### config.mk
export PLATFORM = sky130hd
export DESIGN_NAME = pwm_duty_ramp_flat
export DESIGN_NICKNAME = d
export VERILOG_FILES = /design/src/rtl/pwm_duty_ramp_if.sv /design/src/rtl/pwm_duty_ramp.sv /design/src/flat_wrapper.sv
export SDC_FILE = /design/constraint.sdc
export NUM_CORES = 1
export LEC_CHECK = 0
export BUFFER_PORTS_ARGS = -buffer_cell sky130_fd_sc_hd__buf_2
export CORE_UTILIZATION = 35
export DETAILED_ROUTE_END_ITERATION = 10
export SYNTH_ARGS = -nofsm -noshare
export SYNTH_HDL_FRONTEND = slang
export SYNTH_SLANG_ARGS = --single-unit
### constraint.sdc
create_clock -name clk -period 5.6 [get_ports clk]
set_input_delay 0.84 -clock clk [delete_from_list [all_inputs] [get_ports clk]]
set_output_delay 0.84 -clock clk [all_outputs]
set_load 0.02 [all_outputs]
### src/rtl/pwm_duty_ramp_if.sv
// pwm_duty_ramp_if: valid/ready command port carrying the target duty, the step size and the update divider
interface pwm_duty_ramp_if #(parameter int R = 10, parameter int W = 8);
  logic         cmd_valid;
  logic         cmd_ready;
  logic [R-1:0] cmd_target;
  logic [R-1:0] cmd_step;
  logic [W-1:0] cmd_div;
  modport master (output cmd_valid, cmd_target, cmd_step, cmd_div, input cmd_ready);
  modport slave (input cmd_valid, cmd_target, cmd_step, cmd_div, output cmd_ready);
endinterface

### src/rtl/pwm_duty_ramp.sv
// pwm_duty_ramp: slew-limited duty sequencer whose duty updates land only on PWM period boundaries
module pwm_duty_ramp #(
  parameter int R = 10,
  parameter int W = 8
) (
  input  logic          clk,
  input  logic          reset_n,
  pwm_duty_ramp_if.slave cmd,
  output logic [R-1:0]  duty,
  output logic          busy,
  output logic          done,
  output logic          period_start
);
  localparam logic [0:0] IDLE = 1'b0;
  localparam logic [0:0] RAMP = 1'b1;
  logic [0:0]   state;
  logic [R-1:0] p, tgt, stp, nxt;
  logic [W-1:0] dv, ivl;
  logic [R:0]   up, dn;
  assign period_start  = p == '0;
  assign cmd.cmd_ready = state == IDLE;
  assign busy          = state == RAMP;
  // one extra bit so the step can never wrap past either end of the range
  always_comb begin
    up  = {1'b0, duty} + {1'b0, stp};
    dn  = {1'b0, duty} - {1'b0, stp};
    nxt = duty < tgt ? (up > {1'b0, tgt} ? tgt : up[R-1:0])
        : duty > tgt ? ((dn[R] || dn < {1'b0, tgt}) ? tgt : dn[R-1:0])
        : duty;
  end
  always_ff @(posedge clk or negedge reset_n) begin
    if (!reset_n) begin
      state <= IDLE;
      p     <= '0;
      duty  <= '0;
      tgt   <= '0;
      stp   <= '0;
      dv    <= '0;
      ivl   <= '0;
      done  <= 1'b0;
    end else begin
      p    <= p + 1'b1;
      done <= 1'b0;
      if (state == IDLE) begin
        if (cmd.cmd_valid) begin
          tgt   <= cmd.cmd_target;
          stp   <= cmd.cmd_step == '0 ? R'(1) : cmd.cmd_step;
          dv    <= cmd.cmd_div;
          ivl   <= '0;
          state <= RAMP;
        end
      end else if (&p) begin
        if (ivl != dv) ivl <= ivl + 1'b1;
        else begin
          ivl  <= '0;
          duty <= nxt;
          if (nxt == tgt) begin
            state <= IDLE;
            done  <= 1'b1;
          end
        end
      end
    end
  end
endmodule

### src/flat_wrapper.sv
// flat-port wrapper written by rule: the top's interface ports become plain ports
module pwm_duty_ramp_flat 
#(
  parameter int R = 10,
  parameter int W = 8
)
  (clk, reset_n, duty, busy, done, period_start, cmd_cmd_valid, cmd_cmd_target, cmd_cmd_step, cmd_cmd_div, cmd_cmd_ready);
  pwm_duty_ramp_if #(.R(R), .W(W)) cmd_i ();
  input  logic clk;
  input  logic reset_n;
  output logic [R-1:0] duty;
  output logic busy;
  output logic done;
  output logic period_start;
  input wire logic [$bits(cmd_i.cmd_valid)-1:0] cmd_cmd_valid;
  input wire logic [$bits(cmd_i.cmd_target)-1:0] cmd_cmd_target;
  input wire logic [$bits(cmd_i.cmd_step)-1:0] cmd_cmd_step;
  input wire logic [$bits(cmd_i.cmd_div)-1:0] cmd_cmd_div;
  output wire logic [$bits(cmd_i.cmd_ready)-1:0] cmd_cmd_ready;
  assign cmd_i.cmd_valid = cmd_cmd_valid;
  assign cmd_i.cmd_target = cmd_cmd_target;
  assign cmd_i.cmd_step = cmd_cmd_step;
  assign cmd_i.cmd_div = cmd_cmd_div;
  assign cmd_cmd_ready = cmd_i.cmd_ready;
  pwm_duty_ramp #(.R(R), .W(W)) u_core (.clk(clk), .reset_n(reset_n), .cmd(cmd_i), .duty(duty), .busy(busy), .done(done), .period_start(period_start));
endmodule
Yosys cells after proc, flatten, opt, wreduce, memory -nomap -nowiden
Index checks and enable logic that the tools add are counted.
{"block": "totals", "reg_bits": 58, "latchBits": 0, "ramBits": 0, "romBits": 0, "in_bits": 31, "out_inout_bits": 14, "wordCells": 47, "mem_count": 0}
{"block": "classes", "n_addsub": 4, "mul": 0, "div": 0, "order_cmp": 4, "n_eq_ne": 3, "n_shift": 0, "n_mux": 18, "bitwise": 2, "n_reduce_logical": 8}
{"op": "10-bit 2-to-1 mux", "count": 5}
{"op": "8-bit 2-to-1 mux", "count": 4}
{"op": "10-bit zero test", "count": 2}
{"op": "12-bit AND reduction", "count": 1}
{"op": "10-bit by 10-bit adder with 11-bit output", "count": 1}
{"op": "11-bit by 10-bit > comparator with 1-bit output", "count": 1}
{"op": "11-bit by 10-bit less-than comparator with 1-bit output", "count": 1}
{"op": "10-bit by 10-bit subtractor with 11-bit output", "count": 1}
{"op": "10-bit by 1-bit adder with 10-bit output (second input constant)", "count": 1}
{"op": "10-bit equality test", "count": 1}
{"op": "10-bit > comparator", "count": 1}
{"op": "10-bit less-than comparator", "count": 1}
{"op": "10-bit AND reduction", "count": 1}
{"op": "1-bit 2-to-1 mux", "count": 9}
{"op": "8-bit by 1-bit adder with 8-bit output (second input constant)", "count": 1}
{"op": "8-bit != test", "count": 1}
{"op": "2-bit AND reduction", "count": 2}
{"op": "2-bit != test (second input constant)", "count": 1}
{"op": "1-bit inverter", "count": 2}
{"op": "2-bit nonzero test", "count": 1}
{"op": "1-bit logical OR", "count": 1}

Logic depth before layout (Yosys ltp)
{"block": "depth", "ltp_word": 11, "ltp_mapped": 19}

Least setup slack after synthesis
No wires, ideal clock.
{"block": "synth_timing", "path_type": "register to register", "startpoint": "register u_core.duty[1]", "endpoint": "register u_core.duty[0]", "arrival_ps": 3671, "t_required_ps": 5478, "slack_ps": 1807, "stages_incl_launch_ff": 17, "path_cell_list": "dfrtp_1 -> inv_1 -> fa_1 -> o21bai_1 -> a21oi_1 -> xnor2_1 -> inv_1 -> ha_1 -> a211o_1 -> a21oi_1 -> a221oi_1 -> a2111oi_4 -> o22ai_4 -> buf_6 -> o2bb2ai_1 -> a22o_1 -> o2bb2ai_1"}
{"block": "synth_between", "elab_chain_len": 6, "elab_cells_between_ends": 11, "cone_classes": "add/sub: 2; order compare: 4; mux: 4; reduce/logical: 1"}
{"item": "start, declared", "line": "pwm_duty_ramp.sv:9", "text": "output logic [R-1:0] duty,"}
{"item": "start signal, assigned", "line": "pwm_duty_ramp.sv:56", "text": "duty <= nxt;"}
{"item": "10-bit by 10-bit subtractor with 11-bit output", "line": "pwm_duty_ramp.sv:26", "text": "dn = {1'b0, duty} - {1'b0, stp};"}
{"item": "11-bit by 10-bit less-than comparator with 1-bit output", "line": "pwm_duty_ramp.sv:28", "text": ": duty > tgt ? ((dn[R] || dn < {1'b0, tgt}) ? tgt : dn[R-1:0])"}
{"item": "1-bit logical OR", "line": "pwm_duty_ramp.sv:28"}
{"item": "10-bit 2-to-1 mux (2 in a row)", "line": "pwm_duty_ramp.sv:28"}
{"item": "10-bit 2-to-1 mux (*)", "line": "pwm_duty_ramp.sv:27", "text": "nxt = duty < tgt ? (up > {1'b0, tgt} ? tgt : up[R-1:0])"}
Mark *: on every way between the ends. The rest lies on a longest branch, timed or not.
A chain may end at the register's enable or synchronous reset.

Worst setup path in the final report
{"block": "layout_timing", "startpoint": "register u_core.duty[4]", "endpoint": "register u_core.duty[3]"}
Same word-level chain as after synthesis.

==> flow_metrics.py <==
metrics = {
    "worst_setup_path": {
        "setup.worst_path.start_class": "flip-flop",
        "timing.reg2reg.setup_slack_ns": 1.19,
        "path_class": "flip-flop to flip-flop",
        "path_cells": "buf_4 -> ha_1 -> nor3_1 -> o21ai_1 -> nand4_1 -> and2_1 -> o41ai_2 -> ha_1 -> nand3_1 -> a221oi_1 -> a2111oi_4 -> o22ai_4 -> mux2_1 -> o21ai_1 -> a21oi_1",
        "reg2reg_depth": 15,
        "endpoint_kind": "flip-flop",
        "worst-endpoint-arrival_ns": 4.62,
        "rr_startpoint": "u_core.duty[4]",
        "worstPathRequired_ns": 5.81,
        "crit_fanout": 14,
        "max_stage_delay_ns": 0.53,
        "cp_slowest_cell": "o22ai_4",
        "cp.buffers_inverters": 1,
        "r2r-end": "u_core.duty[3]",
        "crit_family": "compound AO/OA/AOI/OAI gates",
    },
    "synth": {
        "synth_top_cell_area_share_pct": 30.1,
        "avgSynthCellArea_sq_um": 8.99,
        "seq_area_frac_synth_pct": 30.1,
        "yosys.area.top_type": "dfrtp_1",
        "ys_ff_latch": 58,
        "synth_edf_count": 0,
        "synth.distinct_cells": 68,
        "postSynthCellCount": 536,
        "yosysWarnings": 0,
        "ys_async_sr_fraction_pct": 100,
        "synth_nets": 621,
        "syn_area_sq_um": 4820,
        "synth_ff_type": "dfrtp_1",
        "synth_area_leaders": "dfrtp_1 30%, ha_1 13%, xnor2_1 5.6%",
    },
    "clock_network": {
        "clk_pin_slew_ns": 0.05,
        "insertion_delay_ns": 0.33,
        "cts_tree": "yes",
        "root_buffer": "clkbuf_16",
        "hold_buffers": 0,
        "htree_num_levels": 3,
        "clock_path_buffers": 2,
        "cts_inserted_buffers": 9,
        "cts_sinks": 58,
        "post_cts_resized": 0,
        "cts_setup_buffers": 0,
    },
    "finish": {
        "fillerInstances": 1365,
        "drive_gt1_share_pct": 15.9,
        "final_area_sq_um": 5530,
        "n_antenna_cell": 0,
        "regArea_sq_um": 1450,
        "multi_input_area_sq_um": 3110,
        "nNetsFinal": 658,
        "area_delta_synth_final_pct": 14.7,
    },
    "route": {
        "drc": 0,
        "firstDrtPassIters": 5,
        "wl_mm": 12.4,
        "ant_nets": 0,
        "drt_iter0_drc": 262,
        "viasPerCell": 5.36,
        "wire_per_inst_microns": 16.5,
        "num_vias": 4042,
    },
    "sta": {
        "rsz0062_at_grt": "false",
        "period_share_pct": 78.7,
        "clock_skew_ns": 0.00791,
        "hold_viol": 0,
        "slew_headroom_pct": 49.5,
        "worst_slack_ns": 1.19,
        "final_max_slew_viol_count": 0,
        "max_freq_ghz": 0.227,
        "setup_tns_ns": 0,
        "period_needed_ns": 4.41,
        "tightest_slew_ns": 0.757,
        "setup-violations-final": 0,
    },
    "global_routing": {
        "grt_usage_pct": 18.5,
        "grt_antenna_before_repair": 0,
        "grt_max_degree": 59,
        "grt_pass1_wl_mm": 20.6,
        "grt-ovfl-total": 0,
        "grt_pass1_vias": 4074,
    },
    "power": {
        "power_mw": 1.54,
        "leakage_nw": 2.62,
        "seqPwrFrac_pct": 31.5,
        "p_comb_share_pct": 26.9,
        "p_sw_uw": 470,
        "ir_drop_mv": 0.168,
        "power.internal_mw": 1.07,
        "power.share.clock_pct": 41.5,
        "p_sw_share_pct": 30.5,
        "power_density_nw_per_um2": 279,
    },
    "die": {
        "start_util_pct": 36.1,
        "die_y_microns": 119,
        "ios": 45,
        "core_area_sq_um": 13300,
        "die-area_sq_um": 14200,
        "rows": 42,
        "die_w_microns": 119,
    },
    "placement": {
        "dpl_cell_area_sq_um": 5180,
        "port_buffers": 44,
        "dp_hpwl_mm": 9.50,
        "finalWeightedCongestion": 0.923,
        "place_ws_ns": 1.22,
    },
    "run_status": {
        "status": "completed",
    },
    "worst_hold_path": {
        "hold-path-endpoint": "u_core.p[9]",
        "hp-class": "flip-flop to flip-flop",
        "min_from": "u_core.p[9]",
        "hold_path_depth": 1,
    },
    "job": {
        "cap_violations": 0,
    },
}
## power by group through the flow
stage	registers, mW	clock network (mW)	logic, mW
3_5_place_dp	0.492	0	0.411
4_1_cts	0.485	0.650	0.413
2_1_floorplan	0.479	0	0.324
6_report	0.486	0.640	0.415
3_3_place_gp	0.491	0	0.404
5_1_grt	0.490	0.665	0.466
## kinds of logic after synthesis
group / synth area share (%)
muxes: 4.44
adders and majority gates: 14.3
buffers and inverters: 5.53
AOI/OAI and AO/OA: 19.7
DFF: 30.1
xor gates and xnor gates: 10.3
and+or+nand+nor: 15.7
## stage by stage
step | hold WS (ns) | instances | util, %
4_1_cts | 0.492 | 754 | 41.4
6_report | 0.491 | 754 | 41.4
3_3_place_gp | 0.479 | 738 | 38.8
3_5_place_dp | 0.484 | 738 | 38.8
5_1_grt | 0.510 | 754 | 41.4
2_1_floorplan | 0.457 | 536 | -
## worst max-delay path by stage
stage,slack [ns],startpoint,cells after the start,endpoint
after detailed placement,1.22,u_core.duty[3],14,u_core.duty[3]
after floorplan,1.81,u_core.duty[1],16,u_core.duty[0]
after CTS,1.22,u_core.duty[3],14,u_core.duty[3]
after global placement,1.17,u_core.duty[3],14,u_core.duty[3]
final,1.19,u_core.duty[4],15,u_core.duty[3]
after global routing,0.94,u_core.duty[3],14,u_core.duty[3]
## final cells by class
type	instances	area share (%)
repair buffers	48	4.52
multi-input cells	416	56.2
clock buffers	13	5.07
clock inverters	3	1.24
well taps	176	3.98
flip-flops and latches	58	26.2
inverters	40	2.71
## worst register-to-register path, stage by stage, from the launching register on
cell       delay (ns)
dfrtp_1          0.36
buf_4            0.17
ha_1             0.52
nor3_1           0.09
o21ai_1          0.16
nand4_1          0.18
and2_1           0.26
o41ai_2          0.44
ha_1             0.26
nand3_1          0.13
a221oi_1         0.44
a2111oi_4        0.12
o22ai_4          0.53
mux2_1           0.38
o21ai_1          0.15
a21oi_1          0.10
## layout by cell type, fill, tap and decap left out, types with 19 or more instances in the layout
| cell | instances |
|---|---|
| a21oi_1 | 25 |
| buf_2 | 44 |
| dfrtp_1 | 58 |
| ha_1 | 52 |
| inv_1 | 38 |
| nand2_1 | 44 |
| nand3_1 | 19 |
| nor2_1 | 35 |
| o21ai_0 | 40 |
| xnor2_1 | 31 |
| xor2_1 | 23 |
## per-layer routing
metal / GRT usage (%) / share of wire [%] / up-vias
met3: 3.69 / 4.5 / 24
met2: 31.1 / 48 / 115
met1: 23.4 / 45 / 1923
met4: 6.95 / 2.6 / 0
li1: - / - / 1980
met5: 0 / 0 / -
## flip-flops by register name (all words and copies together) (netlist names)
signal / flops
u_core.duty: 10
u_core.p: 10
u_core.stp: 10
u_core.tgt: 10
u_core.dv: 8
u_core.ivl: 8
u_core.busy: 1
u_core.done: 1
## synth_stat cells (6+ instances only)
cell type and count:
o21ai_1 9, nor3_1 8, dfrtp_1 58, o21ai_0 40, nand3_1 19, xnor2_1 31
inv_1 38, nand2_1 44, nor4_1 7, mux2i_1 9, and3_1 7, a22o_1 6
nand4_1 7, clkbuf_1 13, a21oi_1 25, nor2b_1 7, nor2_1 35, a21o_1 8
xor2_1 23, mux2_2 9, ha_1 52
No activity file was read; power rests on OpenSTA's default activity.
